**config.mk**
```make
export PLATFORM = sky130hd
export DESIGN_NAME = shader_instr_core
export DESIGN_NICKNAME = d
export VERILOG_FILES = /design/src/rtl/shader_pkg.sv /design/src/rtl/shader_instr_fifo.sv /design/src/rtl/shader_instr_core.sv
export SDC_FILE = /design/constraint.sdc
export NUM_CORES = 1
export LEC_CHECK = 0
export BUFFER_PORTS_ARGS = -buffer_cell sky130_fd_sc_hd__buf_2
export CORE_ASPECT_RATIO = 0.5
export CORE_MARGIN = 2
export CORE_UTILIZATION = 46
export DETAILED_ROUTE_END_ITERATION = 6
export HOLD_SLACK_MARGIN = 0.06
export PLACE_DENSITY = 0.68
export SLEW_MARGIN = 20
export SYNTH_ARGS = -nofsm -noshare
export SYNTH_HDL_FRONTEND = slang
export SYNTH_HIERARCHICAL = 1
export SYNTH_SLANG_ARGS = --single-unit
```
**constraint.sdc**
```tcl
create_clock -name clk -period 3.65 [get_ports clk]
set_input_delay 0.1825 -clock clk [delete_from_list [all_inputs] [get_ports clk]]
set_output_delay 0.1825 -clock clk [all_outputs]
set_load 0.03 [all_outputs]
```
**src/rtl/shader_pkg.sv**
```systemverilog
// Shared types and helpers for the shader instruction consumer.
//  - shader_op_e  : legal opcode encodings
//  - instr_t      : {opcode, is_vector} payload at the default opcode width
//  - core_state_e : consumer FSM states
//  - op_latency() : execute cycles for an opcode/width pair
//  - is_legal_op(): opcode legality
package shader_pkg;

  localparam int unsigned SHADER_OPCODE_W = 4;

  typedef enum logic [1:0] {
    OP_ADD = 2'd0,
    OP_SUB = 2'd1,
    OP_MUL = 2'd2,
    OP_MAC = 2'd3
  } shader_op_e;

  typedef struct packed {
    logic [SHADER_OPCODE_W-1:0] opcode;
    logic                       is_vector;
  } instr_t;

  typedef enum logic {
    ST_IDLE = 1'b0,
    ST_EXEC = 1'b1
  } core_state_e;

  function automatic logic is_legal_op(input int unsigned op);
    return op <= int'(OP_MAC);
  endfunction

  // Scalar latency per opcode, scaled by the lane count for vector instructions.
  function automatic int unsigned op_latency(input int unsigned op,
                                             input logic        is_vec,
                                             input int unsigned mul_lat,
                                             input int unsigned mac_lat,
                                             input int unsigned lanes);
    int unsigned base;
    case (op)
      int'(OP_MUL): base = mul_lat;
      int'(OP_MAC): base = mac_lat;
      default:      base = 32'd1;
    endcase
    return is_vec ? base * lanes : base;
  endfunction

endpackage

```
**src/rtl/shader_instr_fifo.sv**
```systemverilog
// Show-ahead synchronous FIFO holding accepted instructions.
//  clk, rst_n : clock, synchronous active-low reset (empties the FIFO)
//  push/wdata : write request and payload (ignored when full)
//  pop        : consume the head (ignored when empty)
//  full/empty : registered-count status
//  rdata      : current head, visible without popping
module shader_instr_fifo #(
  parameter int unsigned DEPTH = 2,
  parameter int unsigned WIDTH = 5
) (
  input  logic             clk,
  input  logic             rst_n,
  input  logic             push,
  input  logic [WIDTH-1:0] wdata,
  input  logic             pop,
  output logic             full,
  output logic             empty,
  output logic [WIDTH-1:0] rdata
);

  localparam int unsigned PTR_W = (DEPTH > 1) ? $clog2(DEPTH) : 1;
  localparam int unsigned OCC_W = $clog2(DEPTH + 1);

  logic [WIDTH-1:0] mem_q [DEPTH];
  logic [WIDTH-1:0] mem_d [DEPTH];
  logic [PTR_W-1:0] wr_ptr_q, wr_ptr_d;
  logic [PTR_W-1:0] rd_ptr_q, rd_ptr_d;
  logic [OCC_W-1:0] count_q, count_d;
  logic             do_push, do_pop;

  function automatic logic [PTR_W-1:0] ptr_next(input logic [PTR_W-1:0] p);
    return (p == PTR_W'(DEPTH - 1)) ? '0 : p + PTR_W'(1);
  endfunction

  assign full    = (count_q == OCC_W'(DEPTH));
  assign empty   = (count_q == '0);
  assign rdata   = mem_q[rd_ptr_q];
  assign do_push = push && !full;
  assign do_pop  = pop && !empty;

  // Next-state for storage, pointers and occupancy.
  always_comb begin
    mem_d    = mem_q;
    wr_ptr_d = wr_ptr_q;
    rd_ptr_d = rd_ptr_q;
    count_d  = count_q;
    if (do_push) begin
      mem_d[wr_ptr_q] = wdata;
      wr_ptr_d        = ptr_next(wr_ptr_q);
    end
    if (do_pop) begin
      rd_ptr_d = ptr_next(rd_ptr_q);
    end
    case ({do_push, do_pop})
      2'b10:   count_d = count_q + OCC_W'(1);
      2'b01:   count_d = count_q - OCC_W'(1);
      default: count_d = count_q;
    endcase
  end

  // Storage carries no reset; only the bookkeeping is cleared.
  always_ff @(posedge clk) begin
    mem_q <= mem_d;
    if (!rst_n) begin
      wr_ptr_q <= '0;
      rd_ptr_q <= '0;
      count_q  <= '0;
    end else begin
      wr_ptr_q <= wr_ptr_d;
      rd_ptr_q <= rd_ptr_d;
      count_q  <= count_d;
    end
  end

endmodule

```
**src/rtl/shader_instr_core.sv**
```systemverilog
// Consumer end of the shader instruction valid/ready channel.
// Buffers instructions, models per-opcode execute latency and retires one at a time.
//  clk, rst_n         : clock, synchronous active-low reset
//  valid/ready        : producer handshake; ready = FIFO not full (never depends on valid)
//  opcode, is_vector  : instruction payload (opcode >= 4 is illegal)
//  retire_valid       : one-cycle pulse when an instruction completes
//  retire_opcode/_is_vector : retiring instruction, held between pulses
//  illegal_op         : one-cycle pulse when an illegal opcode is dropped
//  busy               : executing or FIFO non-empty
//  retire_count, illegal_count : wrapping event counters
module shader_instr_core
  import shader_pkg::*;
#(
  parameter int unsigned OPCODE_W = 4,
  parameter int unsigned DEPTH    = 2,
  parameter int unsigned MUL_LAT  = 2,
  parameter int unsigned MAC_LAT  = 3,
  parameter int unsigned LANES    = 4,
  parameter int unsigned CNT_W    = 16
) (
  input  logic                clk,
  input  logic                rst_n,
  input  logic                valid,
  output logic                ready,
  input  logic [OPCODE_W-1:0] opcode,
  input  logic                is_vector,
  output logic                retire_valid,
  output logic [OPCODE_W-1:0] retire_opcode,
  output logic                retire_is_vector,
  output logic                illegal_op,
  output logic                busy,
  output logic [CNT_W-1:0]    retire_count,
  output logic [CNT_W-1:0]    illegal_count
);

  localparam int unsigned LAT_W   = $clog2(MAC_LAT * LANES + 1);
  localparam int unsigned ENTRY_W = OPCODE_W + 1;

  core_state_e         state_q, state_d;
  logic [LAT_W-1:0]    cnt_q, cnt_d;
  logic [OPCODE_W-1:0] ret_op_q, ret_op_d;
  logic                ret_vec_q, ret_vec_d;
  logic                illegal_q, illegal_d;
  logic                rdy_en_q, rdy_en_d;
  logic [CNT_W-1:0]    retire_cnt_q, retire_cnt_d;
  logic [CNT_W-1:0]    illegal_cnt_q, illegal_cnt_d;

  logic                fifo_full, fifo_empty, push, pop;
  logic [ENTRY_W-1:0]  head;
  logic [OPCODE_W-1:0] head_op;
  logic                head_vec, head_legal, exec_done, take_head;

  assign head_op    = head[ENTRY_W-1:1];
  assign head_vec   = head[0];
  assign head_legal = is_legal_op(32'(head_op));
  assign exec_done  = (state_q == ST_EXEC) && (cnt_q == '0);
  // The head is consumed from IDLE, or in the retire cycle so ADDs stream at one per cycle.
  assign take_head  = !fifo_empty && ((state_q == ST_IDLE) || exec_done);

  // rdy_en_q keeps ready low through reset and for the release cycle.
  assign ready = rdy_en_q && !fifo_full;
  assign push  = valid && ready;

  shader_instr_fifo #(
    .DEPTH (DEPTH),
    .WIDTH (ENTRY_W)
  ) u_fifo (
    .clk   (clk),
    .rst_n (rst_n),
    .push  (push),
    .wdata ({opcode, is_vector}),
    .pop   (pop),
    .full  (fifo_full),
    .empty (fifo_empty),
    .rdata (head)
  );

  // State register.
  always_ff @(posedge clk) begin
    if (!rst_n) state_q <= ST_IDLE;
    else        state_q <= state_d;
  end

  // Next-state logic.
  always_comb begin
    state_d = state_q;
    case (state_q)
      ST_IDLE: if (take_head && head_legal) state_d = ST_EXEC;
      ST_EXEC: if (exec_done) state_d = (take_head && head_legal) ? ST_EXEC : ST_IDLE;
      default: state_d = ST_IDLE;
    endcase
  end

  // Pop, latency counter, retire registers and counters.
  always_comb begin
    pop           = 1'b0;
    cnt_d         = cnt_q;
    ret_op_d      = ret_op_q;
    ret_vec_d     = ret_vec_q;
    illegal_d     = 1'b0;
    rdy_en_d      = 1'b1;
    retire_cnt_d  = retire_cnt_q;
    illegal_cnt_d = illegal_cnt_q;
    if ((state_q == ST_EXEC) && (cnt_q != '0)) begin
      cnt_d = cnt_q - LAT_W'(1);
    end
    if (exec_done) begin
      retire_cnt_d = retire_cnt_q + CNT_W'(1);
    end
    if (take_head) begin
      pop = 1'b1;
      if (head_legal) begin
        cnt_d     = LAT_W'(op_latency(32'(head_op), head_vec, MUL_LAT, MAC_LAT, LANES) - 32'd1);
        ret_op_d  = head_op;
        ret_vec_d = head_vec;
      end else begin
        illegal_d     = 1'b1;
        illegal_cnt_d = illegal_cnt_q + CNT_W'(1);
      end
    end
  end

  // Datapath registers.
  always_ff @(posedge clk) begin
    if (!rst_n) begin
      cnt_q         <= '0;
      ret_op_q      <= '0;
      ret_vec_q     <= 1'b0;
      illegal_q     <= 1'b0;
      rdy_en_q      <= 1'b0;
      retire_cnt_q  <= '0;
      illegal_cnt_q <= '0;
    end else begin
      cnt_q         <= cnt_d;
      ret_op_q      <= ret_op_d;
      ret_vec_q     <= ret_vec_d;
      illegal_q     <= illegal_d;
      rdy_en_q      <= rdy_en_d;
      retire_cnt_q  <= retire_cnt_d;
      illegal_cnt_q <= illegal_cnt_d;
    end
  end

  // A reset arriving during the final execute cycle suppresses that retire.
  assign retire_valid     = rst_n && exec_done;
  assign retire_opcode    = ret_op_q;
  assign retire_is_vector = ret_vec_q;
  assign illegal_op       = illegal_q;
  assign busy             = (state_q == ST_EXEC) || !fifo_empty;
  assign retire_count     = retire_cnt_q;
  assign illegal_count    = illegal_cnt_q;

endmodule

```
Word-level counts from Yosys, hierarchy flattened
Cells that the tools add are included.
{"block": "totals", "register_bits": 58, "latchBits": 0, "ram_bits": 0, "rom_bits": 0, "inputBits": 8, "output_inout_bits": 41, "elab_cells": 77, "mem_count": 0}
{"block": "op_classes", "n_addsub": 8, "multipliers": 0, "div": 0, "magnitude_cmp": 4, "n_eq_ne": 5, "shift": 0, "mux": 22, "bitwise_logic": 4, "n_reduce_logical": 21}
{"op": "$add A16 B1 Y16 const B", "n": 2}
{"op": "$mux W4", "n": 6}
{"op": "$mux W5", "n": 4}
{"op": "$bwmux W10", "n": 1}
{"op": "$logic_and A1 B1 Y1", "n": 10}
{"op": "$eq A4 B2 Y1 const B", "n": 2}
{"op": "$pmux W2 S2", "n": 2}
{"op": "$sub A4 B1 Y4 const B", "n": 2}
{"op": "$mux W1", "n": 7}
{"op": "$reduce_and A2 Y1", "n": 3}
{"op": "$demux W5 S1", "n": 1}
{"op": "$eq A2 B2 Y1 const B", "n": 2}
{"op": "$ge A2 B2 Y1 const B", "n": 2}
{"op": "$le A4 B2 Y1 const B", "n": 1}
{"op": "$logic_not A4 Y1", "n": 1}
{"op": "$not A1 Y2", "n": 2}
{"op": "$reduce_bool A4 Y1", "n": 1}
{"op": "$add A1 B1 Y1 const B", "n": 2}
{"op": "$add A2 B1 Y2 const B", "n": 1}
{"op": "$eq A2 B1 Y1 const B", "n": 1}
{"op": "$logic_not A1 Y1", "n": 2}
{"op": "$logic_not A2 Y1", "n": 1}
{"op": "$logic_or A1 B1 Y1", "n": 2}
{"op": "$lt A2 B1 Y1 const B", "n": 1}
{"op": "4 further kinds", "n": 5}

Logic depth before layout (Yosys ltp)
{"block": "depth", "depth_word": 12, "depth_mapped": 10, "mapped_depth_nobuf": 9}

Hierarchy
Netlist, hierarchy kept.
{"module": "shader_instr_core", "instances": 1, "cells_each": 240, "area_per_inst_um2": 2092.0, "seq_area_each_um2": 880.8}
{"module": "shader_instr_fifo", "instances": 1, "cells_each": 41, "area_per_inst_um2": 564.3, "seq_area_each_um2": 380.4}

Worst setup path before layout
Ideal clock, no wire load.
{"block": "synth_timing", "path_type": "reg2reg", "startpoint": "register cnt_q[0]", "endpoint": "register u_fifo.count_q[1]", "setup_ns": 0.070, "t_arrival_ns": 2.101, "required_time_ns": 3.580, "setup_slack_ns": 1.479, "path_stages_with_launch": 10, "path_buffers": 1, "period_less_slack_ns": 2.171, "cell_sequence": "dfxtp_1 > inv_1 > ha_1 > or3b_1 > buf_4 > a21oi_1 > o21a_1 > ha_1 > or3_1 > a21oi_1"}
{"block": "synth_via", "elab_chain_cells": 8, "elab_cells_between_ends": 10, "classes_between": "eq/ne: 2; mux: 2; reduce/logical: 6"}
{"item": "start, declared", "line": "shader_instr_core.sv:40", "rtl": "logic [LAT_W-1:0] cnt_q, cnt_d;"}
{"item": "start signal, assigned", "line": "shader_instr_core.sv:134", "rtl": "cnt_q <= cnt_d;"}
{"item": "$logic_not A4 Y1 *", "line": "shader_instr_core.sv:56", "rtl": "assign exec_done = (state_q == ST_EXEC) && (cnt_q == '0);"}
{"item": "$logic_and A1 B1 Y1 *", "line": "shader_instr_core.sv:56"}
{"item": "$logic_or A1 B1 Y1 *", "line": "shader_instr_core.sv:58", "rtl": "assign take_head = !fifo_empty && ((state_q == ST_IDLE) || exec_done);"}
{"item": "$logic_and A1 B1 Y1 *", "line": "shader_instr_core.sv:58"}
{"item": "$mux W1 *", "line": "shader_instr_core.sv:110", "rtl": "if (take_head) begin"}
{"item": "net pop", "line": "shader_instr_core.sv:48", "rtl": "logic fifo_full, fifo_empty, push, pop;"}
{"item": "$logic_and A1 B1 Y1 *", "line": "shader_instr_fifo.sv:39", "rtl": "assign do_pop = pop && !empty;"}
{"item": "net u_fifo.do_pop", "line": "shader_instr_fifo.sv:29", "rtl": "logic do_push, do_pop;"}
{"item": "$eq A2 B1 Y1 or $eq A2 B2 Y1 (tied branches)", "line": "shader_instr_fifo.sv:54", "rtl": "case ({do_push, do_pop})"}
{"item": "$pmux W2 S2 or $reduce_bool A2 Y1 (tied branches)"}
{"item": "end signal, assigned", "line": "shader_instr_fifo.sv:71", "rtl": "count_q <= count_d;"}
{"item": "end, declared", "line": "shader_instr_fifo.sv:28", "rtl": "logic [OCC_W-1:0] count_q, count_d;"}
The timed path passes the listed nets; every way through them passes the cells marked *.
A chain may end at the register's enable or synchronous reset.

Worst setup path in the final report
Ends and elaborated chain as after synthesis.

==> flow_metrics.tcl <==
set metrics [dict create \
    h-tree-depth 3 \
    core_mm2 0.00552 \
    clkTransAtPathRegs_ps 50 \
    grt_pass1_wl_um 8900 \
    worstMarginPinSlew_ps 985 \
    setup_violations 0 \
    skew_ps 5.74 \
    startpoint_type "register" \
    synth_compound_area_share_pct 12.5 \
    period_share_pct 66.6 \
    status "completed" \
    die_w_um 111 \
    drtPass1Iterations 5 \
    arrival_ps 2690 \
    die_height_um 57.7 \
    cts_tree "yes" \
    hp-class "primary input to register" \
    cts_resized 0 \
    insertion_delay_ps 330 \
    synth_nets 293 \
    critPathCaptureType "register" \
    fin_util_pct 60.4 \
    fin_ws_ps 1220 \
    cts_buffers 9 \
    synth_adder_area_share_pct 1.88 \
    finalPower_mw 1.93 \
    synth-simple-area-share_pct 23.3 \
    required_ps 3910 \
    max_slew_margin_pct 34.3 \
    rows 19 \
    preCtsSetupSlack_ps 1240 \
    netlist_instances 281 \
    maxSlewViolCount 0 \
    synth.distinct_cells 45 \
    r2r_cells 8 \
    hold_violations 0 \
    synth_xor_area_share_pct 5.28 \
    synth_top_family_by_area "simple AND/OR/NAND/NOR gates" \
    yosys.area.top_type_share_pct 36.2 \
    wirelength_um 5480 \
    hold_depth 1 \
    dp_hpwl_um 3860 \
    fin_tns_setup_ps 0 \
    placed_cells 392 \
    grt_setup_unrepaired "false" \
    yosys_warnings 6 \
    nets 347 \
    grt_pass1_vias 1893 \
    io_buffers 48 \
    drive_gt1_share_pct 22.6 \
    yosys_register_bits 58 \
    root_buffer "clkbuf_16" \
    crit_type "register to register" \
    synth_largest_area_cell "dfxtp_1" \
    globalRouteTotalUtil_pct 18.2 \
    power_density_mw_per_mm2 581 \
    drc_errors 0 \
    synth_area_mm2 0.00266 \
    stdcell_count 413 \
    dieArea_mm2 0.00644 \
    drt-initial-drc-count 100 \
    irDropWorstVdd_v 0.000397 \
    syn-mean-instance-area_um2 9.45 \
    vias 2194 \
    grt-ovfl-total 0 \
    n_antenna_cell 0 \
    start_util_pct 48.2 \
    ant_nets 0 \
    antenna_found_initial 0 \
    vias_per_cell 5.31 \
    ys_seq_area_share_pct 47.5 \
    dpl_cell_area_mm2 0.00294 \
    synthTopCellsByArea "dfxtp_1, edfxtp_1, a21oi_1" \
    clock.fmax_mhz 412 \
    postLayoutCellArea_mm2 0.00333 \
    pin_count 49 \
    worstPathMaxFanout 10 \
    synth_mux_area_share_pct 5.93 \
    final.min_clock_period_ps 2430 \
    cts.sinks 58 \
    holdWs_ps 193 \
    fill_cells 486 \
    wl_per_cell_um 13.3 \
    max_cap_violations 0 \
    post_cts_buffers 0 \
    power.leakage_nw 1.36 \
    clk_path_buf_depth 2 \
    place_congestion 0.796 \
    syn_to_final_growth_pct 25.3 \
    grt_start_max_net_pins 34 \
]
-- worst max-delay path, stage by stage (launching register included) --
cell and delay, ps:
dfxtp_1 310, inv_1 90, ha_1 240, or3b_1 560, a21oi_1 210, o21a_1 180, ha_1 270, or3_1 350
a21oi_1 140
-- timing repair --
action                     in CTS  in global routing
hold endpoints to repair       10                  0
setup endpoints to repair       0                  0
hold buffers                    5                  0
-- Yosys cell counts, drive strengths merged --
| cell type | n |
|---|---|
| inv | 11 |
| o21bai | 1 |
| nand4 | 12 |
| edfxtp | 10 |
| a311oi | 1 |
| and4 | 1 |
| dfxtp | 48 |
| or3b | 1 |
| and2 | 2 |
| nor4b | 1 |
| o21ai | 7 |
| mux2i | 9 |
| nand2 | 31 |
| nor3 | 3 |
| o21a | 3 |
| a21o | 1 |
| ha | 4 |
| nand3b | 2 |
| nand4b | 1 |
| a21oi | 24 |
| nor2 | 20 |
| nor4bb | 1 |
| and3 | 5 |
| nand3 | 10 |
| a2111o | 1 |
| mux2 | 6 |
| a21bo | 1 |
| nor4 | 2 |
| nand4bb | 1 |
| nand2b | 11 |
| or3 | 7 |
| o31ai | 4 |
| nor2b | 1 |
| a2111oi | 3 |
| xor2 | 7 |
| xnor2 | 9 |
| a211oi | 3 |
| clkbuf | 7 |
| or4 | 5 |
| buf | 4 |
-- flip-flops by register name, indices dropped and copies added, names as in the netlist --
| signal | count |
|---|---|
| u_fifo/wr_ptr_q | 1 |
| cnt_q | 4 |
| illegal_op | 1 |
| u_fifo/mem_q | 10 |
| state_q | 1 |
| rdy_en_q | 1 |
| illegal_count | 16 |
| retire_is_vector | 1 |
| retire_opcode | 4 |
| u_fifo/count_q | 2 |
| u_fifo/rd_ptr_q | 1 |
| retire_count | 16 |
-- routing by layer --
metal  track usage (%)  routed length (um)
met2              29.0                2540
met5                 0                   0
met1              21.8                2660
met3              8.47                 267
met4              7.94                  15
-- where the power goes --
part           internal (mW)  switching, mW  leakage, nW  total [mW]
Sequential             0.688         0.0352        0.480       0.723
Combinational          0.103          0.183        0.714       0.286
Clock                  0.650          0.274        0.165       0.924
Total                   1.44          0.492         1.36        1.93
-- layout make-up --
cell class	instances	area [um2]	share of cell area, %
Tap cell	73	91.3	2.74
Sequential cell	58	1260	37.9
Clock inverter	4	72.6	2.18
Multi-Input combinational cell	201	1300	39.0
Clock buffer	12	267	8.00
Inverter	11	41.3	1.24
Timing Repair Buffer	54	298	8.94
-- cell families after synthesis --
| group | count (synthesis) |
|---|---|
| buffers and inverters | 22 |
| multiplexers | 15 |
| adder cells (fa/ha/maj) | 4 |
| AND/OR/NAND/NOR | 117 |
| AO/OA/AOI/OAI | 49 |
| flip-flops | 58 |
| XOR/XNOR | 16 |
-- layout by cell type, fill, tap and decap left out, drive strengths merged, types with 2 or more instances in the layout --
master        n
nor2         20
or3           7
inv          11
dlygate4sd3   5
nor4          2
o21ai         7
clkbuf       12
o31ai         4
o21a          3
nand3b        2
a211oi        3
ha            4
a21oi        24
mux2i         9
nand3        10
dfxtp        48
nor3          3
nand2        31
xor2          7
nand4        12
xnor2         9
or4           5
bufinv        2
edfxtp       10
a2111oi       3
and3          5
nand2b       11
and2          2
mux2          6
buf          49
-- path summary, 6_finish.rpt --
kind | start | end | slack, ps
max | cnt_q[0] | u_fifo/count_q[1] | 1220
min | rst_n | rdy_en_q | 190
max reg2reg | cnt_q[0] | u_fifo/count_q[1] | 1220
min reg2reg | retire_is_vector | retire_is_vector | 460
(Power assumes the default switching activity.)
